## config.mk

```make
export PLATFORM = sky130hd
export DESIGN_NAME = ysyx_040066_trap_ctrl
export DESIGN_NICKNAME = d
export VERILOG_FILES = /design/src/rtl/ysyx_040066_trap_ctrl.sv
export SDC_FILE = /design/constraint.sdc
export NUM_CORES = 1
export LEC_CHECK = 0
export BUFFER_PORTS_ARGS = -buffer_cell sky130_fd_sc_hd__buf_2
export CAP_MARGIN = 10
export CORE_ASPECT_RATIO = 0.75
export CORE_UTILIZATION = 25
export CTS_CLUSTER_SIZE = 14
export DETAILED_ROUTE_END_ITERATION = 8
export GPL_ROUTABILITY_DRIVEN = 1
export PLACE_DENSITY = 0.56
export SKIP_LAST_GASP = 1
export SYNTH_ARGS = -nofsm -noshare
export SYNTH_HDL_FRONTEND = slang
export SYNTH_SLANG_ARGS = --single-unit
```

## constraint.sdc

```tcl
create_clock -name clk -period 7.5 [get_ports clk]
set_input_delay 0.375 -clock clk [delete_from_list [all_inputs] [get_ports clk]]
set_output_delay 0.375 -clock clk [all_outputs]
set_load 0.01 [all_outputs]
```

## src/rtl/ysyx_040066_trap_ctrl.sv

```systemverilog
// ysyx_040066_trap_ctrl: trap/interrupt sequencer between commit and the M-mode CSR file.
// Owns mtime/mtimecmp and sequences timer interrupts, synchronous exceptions and mret
// as IDLE -> FIRE (one-cycle CSR pulse + flush) -> DRAIN (commit held) -> IDLE.
// Ports:
//   clk, rst (sync, active-low)
//   commit_valid/commit_pc/exc_valid/exc_cause/exc_tval/mret_valid : commit-stage event
//   mstatus/mie    : CSR enables (MIE = mstatus[3], MTIE = mie[7])
//   tmr_wen/tmr_addr/tmr_wdata/tmr_rdata : timer register access (0 = mtime, 1 = mtimecmp)
//   commit_ready   : commit may retire this cycle
//   raise_intr/NO/tval/pc/ret/clear_mip : CSR file controls
//   flush          : kill younger stages
//   timer_pending  : mtime >= mtimecmp
module ysyx_040066_trap_ctrl #(
  parameter int unsigned PRESCALE     = 1,
  parameter int unsigned FLUSH_CYCLES = 2
) (
  input  logic        clk,
  input  logic        rst,
  input  logic        commit_valid,
  input  logic [63:0] commit_pc,
  input  logic        exc_valid,
  input  logic [3:0]  exc_cause,
  input  logic [63:0] exc_tval,
  input  logic        mret_valid,
  input  logic [63:0] mstatus,
  input  logic [63:0] mie,
  input  logic        tmr_wen,
  input  logic        tmr_addr,
  input  logic [63:0] tmr_wdata,
  output logic [63:0] tmr_rdata,
  output logic        commit_ready,
  output logic        raise_intr,
  output logic [63:0] NO,
  output logic [63:0] tval,
  output logic [63:0] pc,
  output logic        ret,
  output logic        clear_mip,
  output logic        flush,
  output logic        timer_pending
);
  localparam logic [1:0] S_IDLE  = 2'd0;
  localparam logic [1:0] S_FIRE  = 2'd1;
  localparam logic [1:0] S_DRAIN = 2'd2;
  logic [1:0]  r_state;
  logic [63:0] r_mtime, r_mtimecmp, r_no, r_tval, r_pc;
  logic [31:0] r_ps;
  logic [7:0]  r_drain;
  logic        r_is_ret, r_clear_mip;
  logic        w_idle, w_fire, w_irq, w_event, w_tick, w_unused;
  assign w_unused      = ^{mstatus[63:4], mstatus[2:0], mie[63:8], mie[6:0]};
  assign timer_pending = r_mtime >= r_mtimecmp;
  assign w_idle        = r_state == S_IDLE;
  assign w_fire        = r_state == S_FIRE;
  assign w_irq         = timer_pending & mstatus[3] & mie[7];
  assign w_event       = w_idle & commit_valid & (w_irq | exc_valid | mret_valid);
  assign w_tick        = r_ps == PRESCALE - 1;
  assign tmr_rdata     = tmr_addr ? r_mtimecmp : r_mtime;
  assign commit_ready  = w_idle & ~w_event;
  assign raise_intr    = w_fire & ~r_is_ret;
  assign ret           = w_fire & r_is_ret;
  assign flush         = w_fire;
  assign clear_mip     = r_clear_mip;
  assign NO            = r_no;
  assign tval          = r_tval;
  assign pc            = r_pc;
  // A software write to mtime overrides the same-cycle increment and restarts the prescaler.
  always_ff @(posedge clk) begin
    if (!rst) begin
      r_mtime     <= '0;
      r_mtimecmp  <= '1;
      r_ps        <= '0;
      r_clear_mip <= 1'b0;
    end else begin
      r_clear_mip <= tmr_wen & tmr_addr;
      if (tmr_wen & ~tmr_addr) begin
        r_mtime <= tmr_wdata;
        r_ps    <= '0;
      end else begin
        r_ps <= w_tick ? '0 : r_ps + 32'd1;
        if (w_tick) r_mtime <= r_mtime + 64'd1;
      end
      if (tmr_wen & tmr_addr) r_mtimecmp <= tmr_wdata;
    end
  end
  // mret leaves NO/tval/pc untouched so the CSR file sees stable values outside traps.
  always_ff @(posedge clk) begin
    if (!rst) begin
      r_state  <= S_IDLE;
      r_drain  <= '0;
      r_is_ret <= 1'b0;
      r_no     <= '0;
      r_tval   <= '0;
      r_pc     <= '0;
    end else begin
      case (r_state)
        S_IDLE: if (w_event) begin
          r_state  <= S_FIRE;
          r_is_ret <= ~w_irq & ~exc_valid;
          if (w_irq | exc_valid) begin
            r_no   <= w_irq ? {1'b1, 63'd7} : {60'd0, exc_cause};
            r_tval <= w_irq ? 64'd0 : exc_tval;
            r_pc   <= commit_pc;
          end
        end
        S_FIRE: begin
          r_state <= (FLUSH_CYCLES == 0) ? S_IDLE : S_DRAIN;
          r_drain <= FLUSH_CYCLES[7:0];
        end
        S_DRAIN: begin
          r_drain <= r_drain - 8'd1;
          if (r_drain == 8'd1) r_state <= S_IDLE;
        end
        default: r_state <= S_IDLE;
      endcase
    end
  end
endmodule
```

== Word-level counts from Yosys, hierarchy flattened ==
Index checks and enable logic that the tools add are counted.

* Add/subtract/negate cells: 3
* Multipliers: 0
* Divide/modulo/power cells: 0
* Magnitude comparators: 1
* Eq/ne operators: 5
* Shift operators: 0
* Mux-type cells: 9
* Bitwise logic cells: 18
* Reductions and logical operators: 8

{| class="wikitable"
|+ Operator list
! operator !! count
|-
| $mux 64 || 5
|-
| $add 64x1->64 const B || 1
|-
| $ge 64x64->1 || 1
|-
| $add 32x1->32 const B || 1
|-
| $logic_not 32->1 || 1
|-
| $pmux 8 s2 || 1
|-
| $and 1x1->1 || 10
|-
| $eq 8x1->1 const B || 1
|-
| $sub 8x1->8 const B || 1
|-
| $not 1->1 || 6
|-
| $pmux 2 s3 || 1
|-
| $mux 2 || 2
|-
| $reduce_and 2->1 || 2
|-
| $reduce_bool 2->1 || 2
|-
| $reduce_and 3->1 || 1
|-
| $reduce_or 3->1 || 1
|-
| $eq 2x1->1 const B || 1
|-
| $eq 2x2->1 const B || 1
|-
| $logic_not 2->1 || 1
|-
| $ne 2x1->1 const B || 1
|-
| $ne 2x2->1 const B || 1
|-
| $or 1x1->1 || 2
|}

* Register bits: 364
* Bits in latches: 0
* RAM bits: 0
* Memory bits (read-only): 0
* Input bits: 331
* Output and inout port bits: 262
* Logic and storage cells: 54
* Memories: 0

== Longest topological paths before layout ==
Gate-level depths: netlist of run 1.

* Word-level depth: 8
* Depth in mapped cells: 12
* Gate-level depth less buffers: 10

== Worst setup path after synthesis of run 1 ==
No wires, ideal clock.

* Path kind: reg2reg
* Start point: reg r_mtimecmp[51]
* End point: reg r_pc[44] (netlist: pc[44])
* Library setup time: 0.126 ns
* Arrival: 2.812 ns
* Required time: 7.374 ns
* Setup slack: 4.561 ns
* Stages on the path, launching flop included: 12
* Cells stage by stage: dfxtp_1 > inv_1 > ha_1 > a21oi_1 > o21ai_0 > a221o_1 > or4_1 > o311ai_2 > a21oi_1 > buf_2 > buf_2 > mux2i_1

* Word-level cells in the longest chain between the ends: 7

{| class="wikitable"
|+ RTL lines
! what !! line !! RTL
|-
| start: declaration || 45 || <nowiki>logic [63:0] r_mtime, r_mtimecmp, r_no, r_tval, r_pc;</nowiki>
|-
| start signal: assignment || 82 || <nowiki>if (tmr_wen & tmr_addr) r_mtimecmp <= tmr_wdata;</nowiki>
|-
| $ge 64x64->1 * || 51 || <nowiki>assign timer_pending = r_mtime >= r_mtimecmp;</nowiki>
|-
| $and 1x1->1 * (2 in a row) || 54 || <nowiki>assign w_irq = timer_pending & mstatus[3] & mie[7];</nowiki>
|-
| $or 1x1->1 * || 55, 99 ||
|-
| $or 1x1->1 || 55 || <nowiki>assign w_event = w_idle & commit_valid & (w_irq | exc_valid | mret_valid);</nowiki>
|-
| $and 1x1->1 || 55 ||
|-
| $reduce_and 3->1 (no source line) * || - ||
|-
| end signal: assignment || 102 || <nowiki>r_pc <= commit_pc;</nowiki>
|-
| end: declaration || 45 ||
|}

Mark *: on every way between the ends. The rest lies on a longest branch, timed or not.
A chain may end at the register's enable or synchronous reset.

== Worst setup path in the final report of run 1 ==
* Start point: reg r_mtimecmp[62]
* End point: out commit_ready

* Word-level cells in the longest chain between the ends: 8

{| class="wikitable"
|+ RTL lines
! what !! line !! RTL
|-
| $ge 64x64->1 || 51 ||
|-
| $and 1x1->1 (2 in a row) || 54 ||
|-
| $or 1x1->1 (2 in a row) || 55 ||
|-
| $and 1x1->1 || 55 ||
|-
| $not 1->1 || 58 || <nowiki>assign commit_ready = w_idle & ~w_event;</nowiki>
|-
| $and 1x1->1 || 58 ||
|-
| end: declaration || 31 || <nowiki>output logic commit_ready,</nowiki>
|}

Every way passes these cells.

==> reports/qor.txt, run 1 <==
Worst Hold Slack = 61.3 ps
first-pass GRT wire length = 73800 µm
kind of end point of the critical path = output port
RSZ-0062 raised after global routing = false
Placed Area = 17600 µm²
peak supply drop = 0.111 mV
max-cap violations = 0
Clk pin slew, worst setup/hold paths = 60 ps
CP arrival = 4300 ps
Overflow after GRT = 0
root buf cell = clkbuf_16
synth-to-layout area growth = 25.5%
total track usage = 15.3%
reg-to-reg critical path startpoint = r_mtimecmp[62]$_SDFFE_PN1P_
Non-Filler Instances = 2998
final setup fails = 0
Mapped Cells = 1818
worst endpoint required time = 7120 ps
wl on met1 = 22600 µm
initial DRC count = 800
total CTS buffers = 38
cell count of the worst reg-to-reg path = 10
share of cells above drive strength 1 = 24.9%
fin area = 18900 µm²
GP Congestion = 0.842
FF+latch area = 6110 µm²
mapped cell area = 15100 µm²
Core Region = 59300 µm²
WL per Instance = 16.1 µm
post-synthesis sequential area ratio = 40.5%
reg-to-reg setup timing slack = 2940 ps
CTS Hold Buffers Added = 0
Post-synth ARST share = 0%
drt drc = 0
met2 routed WL = 21700 µm
Least-Margin Pin Slew = 1140 ps
most frequent cells in the layout = 405 x buf_2, 401 x nand2_1, 305 x dfxtp_1, 134 x a21oi_1
Most used DFF post-synth = dfxtp_1
reg2reg end = pc[58]$_SDFFE_PN0P_
hpwl dp = 35700 µm
vias in the first global route = 12900
Multi-input gate area = 8050 µm²
Unique masters post-synth = 52
Die H = 215 µm
CP Max Fanout = 6
# rows = 77
initial antenna violation count = 11
wire length on met3 = 2890 µm
startpoint types = register
number of buffers added for setup after CTS = 0
worst hold path type = input port to register
Seq cells post-synth = 305
routed via count = 13600
status = complete, no violations
port buffer count = 407
Pwr Density = 243 nW/µm²
Die Wd = 286 µm
DRT antenna net count = 0
pin count of the biggest net entering global routing = 117
Warnings, synthesis = 0
period utilization = 62.3%
Worst Setup Path Type = register to output port
Fin. Hold Viols = 0
Mapped Avg Cell Area = 8.30 µm²
Initial Util = 25.5%
Max Used Layer = met5
Leakage = 8.40 nW
Peak Freq = 214 MHz
Sink Count = 305
Worst Setup EP = commit_ready
Tot Pwr = 4.61 mW
die area = 61300 µm²
setup TNS = 0 ps
DRT Pass-1 Iters = 7
H-tree levels = 2
nets = 2579
Max Slew Vio Count = 0
CTS max path bufs = 3
Clk Latency, worst-skew pair = 550 ps
CTS tree = done
final worst clock skew = 18.2 ps
Total Wirelength = 48300 µm
slew margin rel. = 24.3%
post-layout min period = 4670 ps
Crit. Startpoint = r_mtimecmp[62]$_SDFFE_PN1P_
Post-synth EDFFs = 0
Via density = 4.54
Fillers = 6267
placed insts = 2924
cts repair resizes = 0
leading cell type in the layout, fill and taps excluded = buf_2
I/O pin cnt = 593
## cell usage after synthesis (40+ instances only)
master    number  area (µm²)
a21oi_1      135         676
o21ai_0       69         345
nand2_1      401        1510
dfxtp_1      305        6110
nand3_1       44         220
nor2_1        91         342
clkbuf_1      90         338
mux2_2        53         597
ha_1          73         913
mux2i_1       67         671
xor2_1        40         350
buf_4         59         443
inv_1         90         338
xnor2_1       47         412
o211ai_1      63         473
## through the flow
stage               worst slack (ps)  util (%)
floorplan                       4560         -
global placement                2870      29.7
detailed placement              2810      29.7
CTS                             2630      31.9
global route                    2450      32.0
finish                          2830      32.0
## power breakdown
part	internal (mW)	switching [mW]
clock	1.15	0.745
sequential	1.76	0.0987
combinational	0.345	0.505
## cell type report
class,count,share of cell area (%)
multi-input cells,1320,42.5
flip-flops and latches,305,32.2
repair buffers,420,11.4
clock buffers,56,5.98
well taps,790,5.22
inverters,90,1.78
clock inverters,12,0.760
diodes,5,0.0661
## sequential cells by signal (all words and copies together), names as in the netlist
register and count:
clear_mip 1, r_mtime 64, r_is_ret 1, NO 5, tval 64, pc 64
r_ps 32, r_mtimecmp 64, r_state 2, r_drain 8
## per-layer routing
| metal | up-vias | global-route usage, % |
|---|---|---|
| met5 | - | 0 |
| met4 | 8 | 4.67 |
| met3 | 67 | 3.44 |
| met2 | 293 | 23.8 |
| met1 | 6430 | 20.8 |
| li1 | 6815 | - |
## worst max-delay path, cell delays in order, from the launching register on
cell      delay, ps
dfxtp_1         330
inv_1            60
ha_1            300
nand4_1         200
nor4_1          870
nand4_1         530
nor4_1          710
o311ai_2        330
nand3_1         180
a21oi_1          80
buf_2           150
## worst min path at each step
stage	slack (ps)	start	end	cells past startpoint
after floorplan	440	r_ps[0]$_SDFF_PP0_	r_ps[0]$_SDFF_PP0_	1
final	60	exc_tval[61]	tval[61]$_SDFFE_PN0P_	3
after detailed placement	440	tval[59]$_SDFFE_PN0P_	tval[59]$_SDFFE_PN0P_	2
after global routing	40	tmr_wdata[58]	r_mtimecmp[58]$_SDFFE_PN1P_	3
after global placement	440	pc[60]$_SDFFE_PN0P_	pc[60]$_SDFFE_PN0P_	2
after CTS	20	tmr_wdata[24]	r_mtimecmp[24]$_SDFFE_PN1P_	3
## logic make-up (layout without fill, tap and decap cells)
group,count (synthesis),in the layout,share of synthesized area [%]
simple gates,664,664,19.5
compound gates,317,317,12.6
flops,305,305,40.5
buf+inv,251,578,7.87
mux,120,120,8.40
xor+xnor,87,87,5.05
fa+ha+maj,73,73,6.06
other cells,1,64,0.0249
(Power assumes the default switching activity.)
==> inputs of run 2 (changes only) <==
Settings changed: PLACE_DENSITY 0.56 to 0.57.
Clock period 7.5 ns to 3.95 ns, I/O delays scaled along.
==> run 2 against run 1 <==
Compared with the run above: sequential cell count is the same; final area grew 13%; first-iteration DRC count grew 0.13%; cell count grew 7.7%; largest power group unchanged; power grew 95%; hold slack gained 12 ps; worst setup slack lost 2600 ps; register-to-register slack lost 2300 ps; critical endpoint unchanged.
==> reports/qor.txt, run 2 (same netlist as run 1, synthesis figures left out) <==
max-cap violations = 0
initial DRC count = 801
Via density = 4.59
first-pass GRT wire length = 78700 µm
Die H = 215 µm
Max Used Layer = met5
nets = 2815
Max Slew Vio Count = 0
Leakage = 9.39 nW
synth-to-layout area growth = 41.3%
Non-Filler Instances = 3230
CP arrival = 3540 ps
wl on met1 = 23600 µm
Worst Setup Path Type = register to output port
kind of end point of the critical path = output port
Least-Margin Pin Slew = 1100 ps
I/O pin cnt = 593
met2 routed WL = 23300 µm
worst endpoint required time = 3750 ps
WL per Instance = 15.8 µm
startpoint types = register
final worst clock skew = 16.1 ps
port buffer count = 407
total CTS buffers = 38
Worst Hold Slack = 73.2 ps
wire length on met3 = 2430 µm
CTS max path bufs = 3
Tot Pwr = 8.97 mW
drt drc = 0
slew margin rel. = 26.8%
Total Wirelength = 51100 µm
Sink Count = 305
worst hold path type = input port to register
Peak Freq = 268 MHz
most frequent cells in the layout = 405 x buf_2, 401 x nand2_1, 304 x dfxtp_1, 213 x dlygate4sd3_1, 134 x a21oi_1
hpwl dp = 36600 µm
H-tree levels = 2
Clk pin slew, worst setup/hold paths = 60 ps
GP Congestion = 0.841
Core Region = 59300 µm²
root buf cell = clkbuf_16
DRT Pass-1 Iters = 5
Clk Latency, worst-skew pair = 550 ps
DRT antenna net count = 0
vias in the first global route = 14500
Overflow after GRT = 0
fin area = 21300 µm²
Initial Util = 25.5%
placed insts = 2946
# rows = 77
post-layout min period = 3730 ps
peak supply drop = 0.234 mV
status = complete, no violations
leading cell type in the layout, fill and taps excluded = buf_2
final setup fails = 0
total track usage = 16.0%
period utilization = 94.5%
pin count of the biggest net entering global routing = 157
CTS tree = done
Fillers = 6113
Die Wd = 286 µm
Placed Area = 17900 µm²
initial antenna violation count = 5
share of cells above drive strength 1 = 23.5%
Fin. Hold Viols = 0
die area = 61300 µm²
Pwr Density = 421 nW/µm²
CP Max Fanout = 5
setup TNS = 0 ps
routed via count = 14800
run 2: changes by cell type in the layout (fill, tap and decap cells not counted), sizes merged:
cell / before / now
clkbuf: 56 / 59
diode: 5 / 1
clkinvlp: 2 / 1
buf: 420 / 443
clkinv: 7 / 6
bufinv: 3 / 2
dlygate4sd3: 0 / 213
run 2: layout make-up:
| type | count | area (µm²) | area share [%] |
|---|---|---|---|
| well taps | 790 | 988 | 4.64 |
| diodes | 1 | 2.50 | 0.0117 |
| flip-flops and latches | 305 | 6110 | 28.7 |
| clock inverters | 9 | 101 | 0.476 |
| multi-input cells | 1320 | 8070 | 37.9 |
| inverters | 90 | 338 | 1.59 |
| repair buffers | 656 | 4540 | 21.3 |
| clock buffers | 59 | 1160 | 5.46 |
run 2: worst paths after layout:
path                            depth (start not counted)  slack [ps]                         from               endpoint
worst max register to register                         13         680     r_mtime[46]$_SDFFE_PN0P_    pc[54]$_SDFFE_PN0P_
worst max-delay path                                   13         220  r_mtimecmp[25]$_SDFFE_PN1P_           commit_ready
worst min register to register                          2         450        tval[17]$_SDFFE_PN0P_  tval[17]$_SDFFE_PN0P_
worst min-delay path                                    3          70                      tmr_wen   clear_mip$_SDFF_PN0_
run 2: timing repair:
item / in CTS / in global routing
endpoints found under the hold margin: 260 / 0
setup endpoints to repair: 1 / 1
gates resized for setup: 2 / 2
hold buffers: 213 / 0
setup buffers: 0 / 1
pin swaps: 0 / 2
run 2: report_power, final:
| group | switching (mW) | internal, mW |
|---|---|---|
| Sequential | 0.190 | 3.35 |
| Combinational | 1.03 | 0.844 |
| Clock | 1.40 | 2.15 |
run 2: per-layer routing:
layer  global-route usage [%]  up-vias
met5                        0        -
li1                         -     7286
met3                     2.79      118
met4                     5.99        8
met2                     25.7      355
met1                     21.3     7051
run 2: worst max-delay path, stage by stage, from the launching register on:
cell and delay (ps):
dfxtp_1 330, inv_1 60, ha_1 290, a21oi_1 140, o21ai_0 130, a221oi_1 330, buf_4 180, nor2_1 60
or4_1 530, o311ai_4 370, buf_6 180, nand3_1 70, a21oi_1 150, buf_2 160
run 2: stage by stage:
stage | setup slack (ps) | util, %
2_1_floorplan | 1010 | -
3_3_place_gp | 492 | 30.2
3_5_place_dp | 522 | 30.2
4_1_cts | 2.85 | 35.9
5_1_grt | -0.0777 | 36.0
6_report | 216 | 36.0
==> inputs of run 3 (changes only) <==
Settings changed: PLACE_DENSITY 0.57 to 0.56, SKIP_CTS_REPAIR_TIMING set to 1.
Clock period 3.95 ns to 3.5 ns, I/O delays scaled along.
==> run 3 against run 2 <==
Compared with the run above: the flow now finishes with violations (hold timing, setup timing); sequential share of layout area shrank 0.31 points; clock skew rose by 3.1 ps; wire length grew 1.7%; final area up 1.1%; register-to-register slack worse by 430 ps; first-iteration DRC count is 9.9% higher; clock power is 12% higher; clock-buffer cell count down 3; critical endpoint unchanged.
==> reports/qor.txt, run 3 (same netlist as run 1, synthesis figures left out) <==
Core Region = 59300 µm²
status = finished with violations
DRT antenna net count = 0
CTS tree = done
Pwr Density = 472 nW/µm²
drt drc = 0
root buf cell = clkbuf_16
H-tree levels = 2
violated checks = hold timing, setup timing
DRT Pass-1 Iters = 5
# rows = 77
Clk Latency, worst-skew pair = 560 ps
pin count of the biggest net entering global routing = 143
Least-Margin Pin Slew = 760 ps
CP delay by family, top = simple AND/OR/NAND/NOR gates
Overflow after GRT = 0
cells along the critical path = inv_1, ha_1, nand4_1, nor4_2, buf_4, nand4_1, buf_6, buf_4, nor2_1, or4_4, o311ai_4, buf_6, nand3_1, a21oi_1, buf_2
total CTS buffers = 37
worst endpoint required time = 3320 ps
Tot Pwr = 10.2 mW
final setup fails = 1
crit path buf inv count = 6
slew margin rel. = 49.2%
share of cells above drive strength 1 = 25.5%
Worst Setup Path Type = register to output port
Peak Freq = 278 MHz
port buffer count = 407
Clk pin slew, worst setup/hold paths = 60 ps
most frequent cells in the layout = 405 x buf_2, 401 x nand2_1, 301 x dfxtp_1, 196 x dlygate4sd3_1, 134 x a21oi_1
Leakage = 9.55 nW
CTS max path bufs = 3
RSZ-0062 raised after global routing = true
post-layout min period = 3600 ps
initial DRC count = 880
startpoint types = register
routed via count = 14900
CP arrival = 3420 ps
Worst Hold Slack = -6.05 ps
Via density = 4.57
Die H = 215 µm
die area = 61300 µm²
total track usage = 15.7%
Die Wd = 286 µm
hpwl dp = 37500 µm
leading cell type in the layout, fill and taps excluded = buf_2
worst hold path type = input port to register
period utilization = 103%
slowest CP cell = or4_4
Fin. Hold Viols = 1
peak supply drop = 0.252 mV
Sink Count = 305
dpl ws = 174 ps
Initial Util = 25.5%
WL per Instance = 16.0 µm
nets = 2839
PnR worst setup slack = -97.1 ps
max-cap violations = 0
Total Wirelength = 52000 µm
synth-to-layout area growth = 42.9%
initial antenna violation count = 5
first-pass GRT wire length = 76000 µm
final worst clock skew = 19.2 ps
vias in the first global route = 13400
CP Max Fanout = 5
kind of end point of the critical path = output port
Worst path max stage delay = 500 ps
GP Congestion = 0.872
I/O pin cnt = 593
Max Slew Vio Count = 0
[run 3: cell types whose count changed in the layout (fill, tap and decap cells not counted), moves of 2 or more]
cell | before | now
buf_12 | 7 | 9
buf_4 | 28 | 68
clkbuf_1 | 11 | 7
clkbuf_16 | 41 | 39
clkbuf_8 | 7 | 10
clkinv_2 | 5 | 2
dfxtp_1 | 304 | 301
dfxtp_2 | 1 | 4
dlygate4sd3_1 | 213 | 196
ha_1 | 73 | 68
ha_4 | 0 | 5
inv_6 | 0 | 2
nor4_1 | 16 | 14
nor4_2 | 1 | 3
[run 3: metrics by stage]
step	utilization [%]	area, µm²	std cells	hold slack [ps]	setup TNS [ps]
6_report	36.4	21600	3253	-6.05	-97.1
4_1_cts	32.9	19500	3055	-186	-427
3_5_place_dp	30.8	18200	2990	422	0
2_1_floorplan	-	15300	1876	299	0
3_3_place_gp	30.8	18200	2990	414	0
5_1_grt	36.4	21600	3253	7.54	-318
[run 3: final timing paths]
path,startpoint,to,slack [ps],cells past startpoint
setup reg to reg,r_mtimecmp[62]$_SDFFE_PN1P_,pc[13]$_SDFFE_PN0P_,250,15
hold reg to reg,tval[7]$_SDFFE_PN0P_,tval[7]$_SDFFE_PN0P_,450,2
setup / recovery,r_mtimecmp[60]$_SDFFE_PN1P_,commit_ready,-100,15
hold / removal,mret_valid,r_is_ret$_SDFFE_PN0P_,-6,3
[run 3: report_power, final]
part / leakage [nW] / internal, mW / switching [mW]
Clock: 0.610 / 2.40 / 1.59
Combinational: 6.44 / 0.996 / 1.21
Sequential: 2.50 / 3.78 / 0.191
[run 3: area by class of cell]
cell class / instances / area [µm²]
antenna: 2 / 5.00
clock buffer: 56 / 1140
clock inverter: 9 / 111
fill: 6075 / 37700
inverter: 90 / 338
multi-input combinational: 1320 / 8150
sequential: 305 / 6110
tap: 790 / 988
timing repair buffer: 681 / 4710
[run 3: per-layer routing]
layer / track usage [%] / up-vias / part of all wire (%)
met5: 0 / - / 0.052
met3: 3.92 / 84 / 5.1
li1: - / 7325 / -
met4: 3.90 / 4 / 2.2
met1: 21.3 / 7084 / 47
met2: 24.6 / 359 / 46
[run 3: tightest hold or removal path, stage by stage]
cell,delay [ps]
buf_2,100
a31oi_1,80
nor3_1,130
